`config.mk`:
```
export PLATFORM = sky130hd
export DESIGN_NAME = cpu_oci_trace_monitor
export DESIGN_NICKNAME = d
export VERILOG_FILES = /design/src/rtl/cpu_oci_trace_monitor.sv
export SDC_FILE = /design/constraint.sdc
export NUM_CORES = 1
export LEC_CHECK = 0
export CORE_UTILIZATION = 45
export CTS_CLUSTER_SIZE = 20
export DETAILED_ROUTE_END_ITERATION = 16
export RECOVER_POWER = 100
export SLEW_MARGIN = 30
export SYNTH_ARGS = -nofsm -noshare
export SYNTH_HDL_FRONTEND = slang
export SYNTH_SLANG_ARGS = --single-unit
```
`constraint.sdc`:
```
create_clock -name clk -period 6.8 [get_ports clk]
set_input_delay 1.36 -clock clk [delete_from_list [all_inputs] [get_ports clk]]
set_output_delay 1.36 -clock clk [all_outputs]
set_load 0.01 [all_outputs]
```
`src/rtl/cpu_oci_trace_monitor.sv`:
```
// Trace capture monitor: a session FSM feeds a first-word-fall-through FIFO of trace words.
// Define OCI_TRACE_TIMESTAMP_EN to store a free-running 16-bit timestamp with each entry.
module cpu_oci_trace_monitor #(
  parameter int DATA_W  = 30,
  parameter int COUNT_W = 4,
  parameter int DEPTH   = 16,
  localparam int LVL_W  = $clog2(DEPTH) + 1
) (
  input  logic               clk,
  input  logic               reset_n,
  input  logic [DATA_W-1:0]  dct_buffer,
  input  logic [COUNT_W-1:0] dct_count,
  input  logic               dct_valid,
  input  logic               arm,
  input  logic               test_ending,
  input  logic               test_has_ended,
  input  logic               rd_ready,
  output logic               rd_valid,
  output logic [DATA_W-1:0]  rd_data,
  output logic [COUNT_W-1:0] rd_count,
  output logic [15:0]        rd_timestamp,
  output logic [LVL_W-1:0]   level,
  output logic               busy,
  output logic               done,
  output logic               overflow,
  output logic [15:0]        drop_count
);

  localparam int AW = $clog2(DEPTH);

  typedef enum logic [1:0] {IDLE, CAPTURE, DRAIN, DONE} state_t;

  state_t             state_reg, state_next;
  logic [AW-1:0]      wr_ptr_reg, rd_ptr_reg;
  logic [LVL_W-1:0]   level_reg, level_next;
  logic               overflow_reg;
  logic [15:0]        drop_count_reg;

  logic [DATA_W-1:0]  mem_data  [DEPTH];
  logic [COUNT_W-1:0] mem_count [DEPTH];

  logic push_req, push, pop, full, drop, rearm;

  assign full     = (level_reg == LVL_W'(DEPTH));
  assign pop      = (level_reg != '0) && rd_ready;
  assign push_req = (state_reg == CAPTURE) && dct_valid && (dct_count != '0);
  // A pop in the same cycle frees a slot, so a full FIFO still accepts the push.
  assign push     = push_req && (!full || pop);
  assign drop     = push_req && full && !pop;
  assign rearm    = (state_reg == DONE) && arm && !test_has_ended;

  always_comb begin
    level_next = level_reg;
    if (push && !pop)
      level_next = level_reg + LVL_W'(1);
    else if (!push && pop)
      level_next = level_reg - LVL_W'(1);
  end

  always_ff @(posedge clk or negedge reset_n) begin
    if (!reset_n)
      state_reg <= IDLE;
    else
      state_reg <= state_next;
  end

  always_comb begin
    state_next = state_reg;
    case (state_reg)
      IDLE:    if (arm) state_next = CAPTURE;
      CAPTURE: begin
        if (test_has_ended)   state_next = DONE;
        else if (test_ending) state_next = DRAIN;
      end
      DRAIN:   if (test_has_ended || level_next == '0) state_next = DONE;
      DONE:    if (rearm) state_next = CAPTURE;
      default: state_next = IDLE;
    endcase
  end

  always_ff @(posedge clk or negedge reset_n) begin
    if (!reset_n) begin
      wr_ptr_reg     <= '0;
      rd_ptr_reg     <= '0;
      level_reg      <= '0;
      overflow_reg   <= 1'b0;
      drop_count_reg <= '0;
    end else if (rearm) begin
      wr_ptr_reg     <= '0;
      rd_ptr_reg     <= '0;
      level_reg      <= '0;
      overflow_reg   <= 1'b0;
      drop_count_reg <= '0;
    end else begin
      if (push) wr_ptr_reg <= wr_ptr_reg + AW'(1);
      if (pop)  rd_ptr_reg <= rd_ptr_reg + AW'(1);
      level_reg <= level_next;
      if (drop) begin
        overflow_reg <= 1'b1;
        if (drop_count_reg != 16'hFFFF)
          drop_count_reg <= drop_count_reg + 16'd1;
      end
    end
  end

  always_ff @(posedge clk) begin
    if (push) begin
      mem_data[wr_ptr_reg]  <= dct_buffer;
      mem_count[wr_ptr_reg] <= dct_count;
    end
  end

`ifdef OCI_TRACE_TIMESTAMP_EN
  logic [15:0] ts_reg;
  logic [15:0] mem_ts [DEPTH];

  always_ff @(posedge clk or negedge reset_n) begin
    if (!reset_n)
      ts_reg <= '0;
    else
      ts_reg <= ts_reg + 16'd1;
  end

  always_ff @(posedge clk) begin
    if (push) mem_ts[wr_ptr_reg] <= ts_reg;
  end

  assign rd_timestamp = mem_ts[rd_ptr_reg];
`else
  assign rd_timestamp = '0;
`endif

  assign rd_valid   = (level_reg != '0);
  assign rd_data    = mem_data[rd_ptr_reg];
  assign rd_count   = mem_count[rd_ptr_reg];
  assign level      = level_reg;
  assign busy       = (state_reg == CAPTURE) || (state_reg == DRAIN);
  assign done       = (state_reg == DONE);
  assign overflow   = overflow_reg;
  assign drop_count = drop_count_reg;

endmodule

```
==> summary.md <==
| Metric | Value |
|---|---|
| Status | finished, violations left |
| Failing checks | max-capacitance violations, max-slew violations |
| Worst setup SP type | flip-flop |
| CP Buf/Inv Count | 2 |
| CTS tree | built |
| RSZ-0062 raised after global routing | no |
| RR Endpoint | mem_data[8][18] |
| Diode count | 0 |
| Crit Path Category | flip-flop to output pin |
| Resized cells post-CTS | 0 |
| Leakage | 8.39 nW |
| Asr flop ratio synth | 5.56% |
| Cell accounting for the most synthesized area | edfxtp_1 |
| Clk buf depth | 3 |
| Final slew viol count | 423 |
| Clock latency on the worst-skew pair | 600 ps |
| Antenna-violating nets left | 0 |
| Reg-to-reg startpoint | state_reg[1] |
| Cell with the most instances after synthesis | edfxtp_1 |
| CORE AREA | 49300 um2 |
| Max-slew headroom | -59.2% |
| Fin cells | 1853 |
| Via density per instance | 5.62 |
| Delay-heaviest family, CP | buffers and inverters |
| Post-CTS setup buffer count | 0 |
| Top FF cell, synth | edfxtp_1 |
| Max IR drop VDD | 0.259 mV |
| Worst clock skew | 13.5 ps |
| Worst Tran Pin Value | 2390 ps |
| GRT Overall Usage | 18.5% |
| H-tree lvl count | 2 |
| Hold Vio Cnt, Final | 0 |
| HP Class | flip-flop to flip-flop |
| Worst R2R Setup Slack | 2410 ps |
| Crit-path max FO | 37 |
| Post-synthesis sequential area ratio | 75.8% |
| Worst setup path startpoint | rd_ptr_reg[0] |
| Met3 Wirelength | 2330 um |
| Largest net degree at the start of global routing | 70 |
| R2R depth | 9 |
| Initial antenna violation count | 3 |
| DR WL/cell | 24.5 um |
| Most frequent CP cell | mux4_2 |
| Post-DP HPWL | 25500 um |
| Dominant cells by area after synthesis | edfxtp_1 (72%), mux4_2 (17%), dfrtp_1 (3.5%) |
| HP Start | overflow |
| Synthesized flop and latch total | 576 |
| Root Buffer | clkbuf_16 |
| Commonest cells post-synth | edfxtp_1 (544), mux4_2 (170), nor2_1 (41) |
| Placement Rows | 81 |
| RePlAce Congestion | 0.749 |
| DRC viols | 0 |
| Synth cell types | 52 |
| Area growth, synth to finish | 16.1% |
| Fmax | 175 MHz |
| CP max-delay cell | clkbuf_2 |
| Cts hold-fix bufs | 0 |
| Largest register FFs | 480 |
| Number of CTS-inserted buffers | 58 |
| Ports | 116 |
| Final min period | 5710 ps |
| Worst Path Arrival | 4350 ps |
| CP Data Required Time | 5440 ps |
| Met2 wire length | 21500 um |
| CP endpoint kind | output pin |
| Die area | 51100 um2 |
| Die span in y | 226 um |
| Syn Inst Count | 1009 |
| Crit path cell chain | clkbuf_2, mux4_2, mux4_2, dlygate4sd3_1 |
| Router iterations before antenna repair | 5 |
| Wirelength, routed | 45400 um |
| Post-synth EDFFs | 544 |
| First-pass GRT wire length | 69500 um |
| Layout cells sized above 1 | 22.6% |
| Reg clk slew, reported paths | 60 ps |
| Fin crit share | 83.9% |
| Final net count | 1197 |
| Fillers | 3840 |
| Synth Warn # | 0 |
| Hold path endpoint | overflow |
| Area fraction of the dominant cell type after synthesis | 72.3% |
| Max Cap Viol | 15 |
| Post-Syn Area | 22600 um2 |
| Dpl cells | 1746 |
| Clock Sink Count | 576 |
| Gr ovfl total | 0 |
| Final setup vio count | 0 |
| Crit-path max cell delay | 990 ps |
| WHS Path Cells | 2 |
| Avg Cell Area, Syn | 22.4 um2 |
| Number of global-route vias before repair | 11100 |
| Met1 WL | 20800 um |
| Setup TNS | 0 ps |
| Uppermost layer routed | met5 |
| Pwr Density | 386 nW/um2 |
| Chip width | 226 um |
| Initial drt markers | 794 |
| Initial Util | 45.9% |
| I/O Buffers | 99 |
| Routed via count | 10400 |
-- cells by family (layout without fill, tap and decap cells) --
logic type	count (synthesis)	in the layout	share of synthesized area (%)
xor+xnor	24	24	0.930
buf+inv	78	243	1.65
compound gates	35	35	1.37
flops	576	576	75.8
other cells	1	16	0.0166
fa+ha+maj	12	12	0.664
simple gates	110	110	2.51
mux	173	173	17.1
-- tightest hold or removal path, stage by stage (launching register included) --
cell	delay (ps)
dfrtp_1	370
inv_1	50
a21oi_1	50
-- layout by cell type (no fill, tap or decap), drive strengths merged, types with 7 or more instances in the layout --
cell type	count
dlygate4sd3	90
xor2	16
mux4	170
clkbuf	93
xnor2	8
and3	7
dfrtp	32
conb	16
ha	12
edfxtp	544
buf	9
a21oi	7
clkinv	16
clkdlybuf4s50	9
inv	16
bufinv	7
and2	10
nand2	16
nor2	41
-- where the power goes --
group / total (mW) / leakage, nW / internal [mW] / switching [mW]
logic: 2.69 / 2.18 / 1.49 / 1.21
registers: 4.31 / 5.32 / 4.06 / 0.255
clock network: 3.13 / 0.892 / 1.83 / 1.29
-- per-layer routing --
| layer | global-route usage (%) | up-vias |
|---|---|---|
| met3 | 3.50 | 61 |
| met5 | 0 | - |
| li1 | - | 4476 |
| met4 | 5.12 | 4 |
| met2 | 28.7 | 270 |
| met1 | 27.1 | 5609 |
-- stage by stage --
| step | area, um2 | worst slack (ps) | utilization, % | power [mW] | hold slack [ps] |
|---|---|---|---|---|---|
| 5_1_grt | 26300 | 759 | 53.3 | 10.6 | 540 |
| 2_1_floorplan | 22700 | 1750 | - | 6.12 | 544 |
| 3_5_place_dp | 24600 | 1940 | 49.9 | 7.22 | 514 |
| 3_3_place_gp | 24400 | 1850 | 49.6 | 7.20 | 511 |
| 6_report | 26300 | 1090 | 53.3 | 10.1 | 512 |
| 4_1_cts | 26400 | 1490 | 53.7 | 10.4 | 523 |
-- layout make-up --
cell class	count	area [um2]	share of cell area [%]
timing repair buffer	124	1220	4.66
inverter	14	52.6	0.200
tap	664	831	3.16
multi-input combinational	370	5140	19.6
clock buffer	77	1520	5.80
clock inverter	28	332	1.26
sequential	576	17200	65.3
-- worst max path at each step --
| stage | endpoint | slack [ps] | cells after the start |
|---|---|---|---|
| after floorplan | mem_count[5][0] | 1750 | 5 |
| after detailed placement | mem_data[11][22] | 1940 | 7 |
| after CTS | rd_data[8] | 1490 | 4 |
| after global placement | mem_data[11][18] | 1850 | 6 |
| final | rd_data[1] | 1090 | 4 |
| after global routing | rd_data[1] | 760 | 4 |
(Power assumes the default switching activity.)
